[src/rtl/mem_port_arbiter.sv]
// Two-requester arbiter for a single-outstanding memory port.
// Ports: req0/req1 request+response channels, shared resp_rdata, sel, mem_* port.
module mem_port_arbiter #(
  parameter int ADDR_W  = 32,
  parameter int DATA_W  = 32,
  parameter int TIMEOUT = 64
) (
  input  logic              clk,
  input  logic              rst,
  input  logic              req0_valid,
  input  logic [ADDR_W-1:0] req0_addr,
  input  logic              req0_we,
  input  logic [DATA_W-1:0] req0_wdata,
  output logic              req0_ready,
  output logic              resp0_valid,
  output logic              resp0_err,
  input  logic              req1_valid,
  input  logic [ADDR_W-1:0] req1_addr,
  input  logic              req1_we,
  input  logic [DATA_W-1:0] req1_wdata,
  output logic              req1_ready,
  output logic              resp1_valid,
  output logic              resp1_err,
  output logic [DATA_W-1:0] resp_rdata,
  output logic              sel,
  output logic              mem_valid,
  output logic [ADDR_W-1:0] mem_addr,
  output logic              mem_we,
  output logic [DATA_W-1:0] mem_wdata,
  input  logic              mem_ready,
  input  logic              mem_resp_valid,
  input  logic [DATA_W-1:0] mem_rdata
);

  localparam int CW = $clog2(TIMEOUT + 1);
  localparam logic [CW-1:0] TLAST = CW'(TIMEOUT - 1);

  typedef enum logic [1:0] {
    IDLE  = 2'd0,
    ISSUE = 2'd1,
    WAIT  = 2'd2
  } state_t;

  state_t        state;
  logic          last;
  logic [CW-1:0] tcnt;

  logic accept;
  logic hit;
  logic expire;
  logic done;

  always_comb begin
    mem_valid = (state == ISSUE);
    accept    = mem_valid & mem_ready;
    hit       = (state == WAIT) & mem_resp_valid;
    // A response arriving on the last allowed cycle wins over the timeout.
    expire    = (state == WAIT) & ~mem_resp_valid & (tcnt == TLAST);
    done      = hit | expire;
  end

  assign mem_addr  = sel ? req1_addr  : req0_addr;
  assign mem_we    = sel ? req1_we    : req0_we;
  assign mem_wdata = sel ? req1_wdata : req0_wdata;

  assign req0_ready  = accept & ~sel;
  assign req1_ready  = accept &  sel;
  assign resp0_valid = done   & ~sel;
  assign resp1_valid = done   &  sel;
  assign resp0_err   = expire & ~sel;
  assign resp1_err   = expire &  sel;
  assign resp_rdata  = hit ? mem_rdata : '0;

  always_ff @(posedge clk or posedge rst) begin
    if (rst) begin
      state <= IDLE;
      sel   <= 1'b0;
      last  <= 1'b1;
      tcnt  <= '0;
    end else begin
      unique case (state)
        IDLE: begin
          if (req0_valid | req1_valid) begin
            // On a tie the port not served last time goes next.
            if (req0_valid & req1_valid)
              sel <= ~last;
            else
              sel <= req1_valid;
            state <= ISSUE;
          end
        end
        ISSUE: begin
          if (mem_ready) begin
            tcnt  <= '0;
            state <= WAIT;
          end
        end
        WAIT: begin
          if (done) begin
            last  <= sel;
            state <= IDLE;
          end else begin
            tcnt <= tcnt + 1'b1;
          end
        end
        default: state <= IDLE;
      endcase
    end
  end

endmodule

[config.mk]
export PLATFORM = sky130hd
export DESIGN_NAME = mem_port_arbiter
export DESIGN_NICKNAME = d
export VERILOG_FILES = /design/src/rtl/mem_port_arbiter.sv
export SDC_FILE = /design/constraint.sdc
export NUM_CORES = 1
export LEC_CHECK = 0
export CAP_MARGIN = 10
export CORE_AREA = 4 4 103 105
export CTS_BUF_LIST = sky130_fd_sc_hd__clkbuf_8
export CTS_CLUSTER_DIAMETER = 60
export CTS_CLUSTER_SIZE = 30
export DETAILED_ROUTE_END_ITERATION = 6
export DIE_AREA = 0 0 107 109
export PLACE_DENSITY = 0.65
export SYNTH_ARGS = -nofsm -noshare
export SYNTH_HDL_FRONTEND = slang
export SYNTH_SLANG_ARGS = --single-unit
[constraint.sdc]
create_clock -name clk -period 2.8 [get_ports clk]
set_input_delay 0.84 -clock clk [delete_from_list [all_inputs] [get_ports clk]]
set_output_delay 0.84 -clock clk [all_outputs]
set_load 0.1 [all_outputs]
Yosys cells after proc, flatten, opt, wreduce, memory -nomap -nowiden

Cells that the tools add are included.

Logic and storage cells: 46
Bits in registers: 11

Mux-type cells: 12
Equality and inequality tests: 7
Reductions and logical operators: 6
Bitwise operators: 16
$add $sub $neg: 1

Operator list:

| kind                                                                     | count |
|---|---|
| 32-bit 2-to-1 mux                                                        | 3 |
| 7-bit 2-to-1 mux                                                         | 2 |
| 7-bit one-hot mux with 2 select lines                                    | 1 |
| 1-bit bitwise AND                                                        | 11 |
| 7-bit by 1-bit adder with 7-bit output (second input constant)           | 1 |
| 7-bit by 6-bit equality test with 1-bit output (second input constant)   | 1 |
| 2-bit 2-to-1 mux                                                         | 3 |
| 2-bit inequality test (second input constant)                            | 3 |
| 2-bit one-hot mux with 3 select lines                                    | 1 |
| 3-bit AND reduction                                                      | 2 |
| 2-bit AND reduction                                                      | 2 |
| 1-bit NOT                                                                | 3 |
| 2-bit by 1-bit equality test with 1-bit output (second input constant)   | 1 |
| 2-bit equality test (second input constant)                              | 1 |
| 2-bit logical NOT                                                        | 1 |
| 1-bit 2-to-1 mux                                                         | 2 |
| 2-bit by 1-bit inequality test with 1-bit output (second input constant) | 1 |
| 1-bit OR                                                                 | 2 |
| 2-bit nonzero test                                                       | 1 |

Depth between registers and ports, before layout

Depth after elaboration: 6
Gate-level depth with buffers: 6

Worst setup path before layout

OpenSTA, ideal clock, no wires.

Kind: register -> output
From: reg state[0]
To: out req0_ready
Arrival time: 3.560 ns
Path slack: -1.600 ns
Stages on the path, launching flop included: 4
Path buffers: 0
Path through: dfrtp_1 > nor2b_1 > nand2_2 > nor2_1

Longest elaborated chain between the ends: 3

Ends and longest elaborated chain:

| item                                           | RTL line | text |
|---|---|---|
| from (decl)                                    | 44       | `state_t state;` |
| from (signal assigned)                         | 76       | `state <= IDLE;` |
| from (signal assigned)                         | 89       | `state <= ISSUE;` |
| from (signal assigned)                         | 95       | `state <= WAIT;` |
| 2-bit by 1-bit equality test with 1-bit output | 54       | `mem_valid = (state == ISSUE);` |
| net mem_valid                                  | 26       | `output logic mem_valid,` |
| 1-bit bitwise AND                              | 55       | `accept = mem_valid & mem_ready;` |
| 1-bit bitwise AND                              | 66       | `assign req0_ready = accept & ~sel;` |
| to (decl)                                      | 14       | `output logic req0_ready,` |

The timed path passes the listed nets, and every way through them passes these cells.

Worst setup path in the final report

From: in mem_resp_valid
To: out resp_rdata[24]

Longest elaborated chain between the ends: 2

Ends and longest elaborated chain:

| item              | RTL line | text |
|---|---|---|
| from (decl)       | 31       | `input logic mem_resp_valid,` |
| 1-bit bitwise AND | 56       | `hit = (state == WAIT) & mem_resp_valid;` |
| 32-bit 2-to-1 mux | 72       | `assign resp_rdata = hit ? mem_rdata : '0;` |
| to (decl)         | 24       | `output logic [DATA_W-1:0] resp_rdata,` |

Every way passes these cells.

==> flow_summary.json <==
{
  "cts_max_path_buffers": 2,
  "first_iter_violations": 78,
  "cp-start-kind": "input port",
  "die_h_um": 109,
  "ys_types": 30,
  "r2r-end": "tcnt[5]",
  "place_congestion": 0.802,
  "power_density_nw_per_um2": 1070,
  "cts.sinks": 11,
  "synth_cells": 170,
  "drc": 0,
  "grt.overflow.total": 0,
  "die_w_um": 107,
  "synth_warnings": 0,
  "fin_crit_sh_pct": 97.4,
  "clk_latency_ns": 0.24,
  "cts_tree": "built",
  "critPathKind": "in2out",
  "worst_slew_pin_slew_ns": 0.554,
  "crit_required_ns": 1.96,
  "netlist_area_sq_um": 1590,
  "synth_fp_nets": 339,
  "ios": 273,
  "num_rows": 36,
  "maxCapViolations": 0,
  "hold_path.startpoint": "tcnt[5]",
  "num_vias": 2433,
  "grt_first_pass_wirelength_um": 15000,
  "arrival_ns": 1.89,
  "postCtsSetupRepairBufs": 0,
  "hpwl_um": 9450,
  "min_path_type": "reg2reg",
  "wire_per_inst_um": 18.7,
  "cts_made_buffers": 3,
  "drtPass1Iterations": 4,
  "yosys_register_bits": 11,
  "final.fill_count": 814,
  "p_leak_nw": 2.38,
  "peakVddDrop_v": 0.000574,
  "area_delta_synth_final_pct": 254,
  "vias_per_cell": 4.25,
  "synth_xor_area_share_pct": 0,
  "holdPathStages": 1,
  "path_clk_slew_ns": 0.05,
  "grt_usage_pct": 16.6,
  "timing.fmax_ghz": 0.367,
  "layout.nets": 609,
  "yosysSeqAreaShare_pct": 17.3,
  "layout.area.seq_sq_um": 278,
  "fin_worst_skew_ns": 0.00242,
  "cp-end-kind": "primary output",
  "fp.coreArea_sq_um": 9640,
  "fin_cells": 572,
  "totalWireLength_um": 10700,
  "diodes": 0,
  "detail-route-antenna-nets": 0,
  "grt_max_degree": 43,
  "reg2reg_slack_ns": 1.17,
  "synth_top_family_by_area": "multiplexers",
  "hold_violations": 0,
  "min_period_ns": 2.73,
  "synth_fa_ha_area_share_pct": 0.785,
  "rsz0062_at_grt": "no",
  "place_inst": 567,
  "htree_levels": 1,
  "status": "complete, no violations",
  "cts_hold_buf": 0,
  "synth_simple_gate_area_share_pct": 21.3,
  "syn-mean-instance-area_sq_um": 9.38,
  "layout-drive-gt1-share_pct": 45.1,
  "grt_antenna_before_repair": 0,
  "layout_setup_ws_ns": 0.0728,
  "synth_compound_area_share_pct": 8.24,
  "slew_viol_final": 0,
  "die_area_sq_um": 11700,
  "dp_slack_ns": -0.157,
  "r2r_start": "tcnt[0]",
  "slew_headroom_pct": 63.0,
  "multiInputGateArea_sq_um": 1280,
  "synthMuxAreaShare_pct": 46.9,
  "grt_pass1_vias": 2554,
  "port_buffers": 272,
  "ctsRootBufferMaster": "clkbuf_8",
  "cts_repair_resize_count": 3,
  "initial_core_util_pct": 16.5,
  "worst-path-max-fanout": 16,
  "hold_end": "tcnt[5]",
  "setup_violations": 0,
  "rr_worst_depth": 5
}
[synthesized netlist by cell type (all sizes together)]
| cell | n | area share (%) |
|---|---|---|
| nor3b | 1 | 1.2 |
| a21oi | 1 | 0.31 |
| a211oi | 1 | 0.47 |
| nor2b | 2 | 0.78 |
| o41ai | 1 | 0.55 |
| o21ai | 3 | 0.94 |
| and3 | 32 | 13 |
| nor3 | 2 | 0.94 |
| a32o | 1 | 0.63 |
| nand3 | 5 | 1.9 |
| dfrtp | 10 | 16 |
| o211ai | 3 | 1.7 |
| buf | 8 | 2.9 |
| nor2 | 8 | 1.9 |
| nand2 | 8 | 2.0 |
| inv | 4 | 0.94 |
| o311ai | 1 | 0.55 |
| mux2 | 66 | 47 |
| o31ai | 4 | 3.1 |
| clkbuf | 7 | 1.6 |
| dfstp | 1 | 1.6 |
| ha | 1 | 0.78 |
[sequential cells by signal (all words and copies together) (netlist names)]
signal / count
last: 1
sel: 1
state: 2
tcnt: 7
[where the power goes]
group	internal [W]	total [W]	switching, W
registers	0.000208	0.000266	0.0000580
clock network	0.0000964	0.000158	0.0000616
logic	0.00208	0.00563	0.00355
[area by class of cell]
| class | count | share of cell area (%) |
|---|---|---|
| multi-input cells | 140 | 22.6 |
| inverters | 4 | 0.266 |
| repair buffers | 280 | 68.4 |
| well taps | 133 | 2.95 |
| clock inverters | 1 | 0.0665 |
| flip-flops and latches | 11 | 4.92 |
| clock buffers | 3 | 0.731 |
[worst max-delay path, cell delays in order]
cell and delay (ns):
dlygate4sd2_1 0.33, bufbuf_16 0.32, and3_1 0.20, buf_12 0.18
[worst max path at each step]
stage,end,startpoint,slack (ns),cells past startpoint
2_1_floorplan,req1_ready,sel,0.08,4
3_3_place_gp,resp_rdata[26],mem_resp_valid,-0.12,4
3_5_place_dp,resp_rdata[3],mem_resp_valid,-0.16,4
4_1_cts,resp_rdata[24],mem_resp_valid,0.05,4
5_1_grt,resp_rdata[28],mem_resp_valid,0.0007,4
6_report,resp_rdata[24],mem_resp_valid,0.07,4
[kinds of logic (layout without fill, tap and decap cells)]
| group | Yosys count | in the layout |
|---|---|---|
| AOI/OAI and AO/OA | 15 | 15 |
| adders and majority gates | 1 | 1 |
| buffers and inverters | 19 | 288 |
| DFF | 11 | 11 |
| muxes | 66 | 66 |
| and+or+nand+nor | 58 | 58 |
[cells in the final DEF, fill, tap and decap left out, types with 2 or more instances in the layout]
cell type / Yosys / layout
nor2_4: 0 / 5
buf_4: 0 / 6
buf_12: 0 / 105
nor2_1: 8 / 2
clkdlybuf4s50_1: 0 / 166
dfrtp_1: 10 / 9
nand3_1: 4 / 4
o21ai_1: 3 / 3
mux2_2: 65 / 65
clkbuf_8: 0 / 3
o31ai_1: 2 / 2
nand2_1: 7 / 7
and3_1: 32 / 32
inv_1: 4 / 5
o211ai_1: 2 / 2
[routing by layer]
layer  GRT usage [%]  wire length, um
met5               0                0
met4            2.56              130
met3            4.44              766
met2            32.7             6000
met1            17.9             3780
[metrics by stage]
stage	area [sq um]	util (%)	hold slack, ns	setup TNS [ns]	power, W
2_1_floorplan	1640	-	0.453	0	0.00382
3_3_place_gp	5560	57.7	0.465	-3.84	0.00588
3_5_place_dp	5560	57.7	0.494	-4.64	0.00592
4_1_cts	5650	58.6	0.508	0	0.00610
5_1_grt	5650	58.6	0.535	0	0.00621
6_report	5650	58.6	0.510	0	0.00605
No activity file was read; power rests on OpenSTA's default activity.
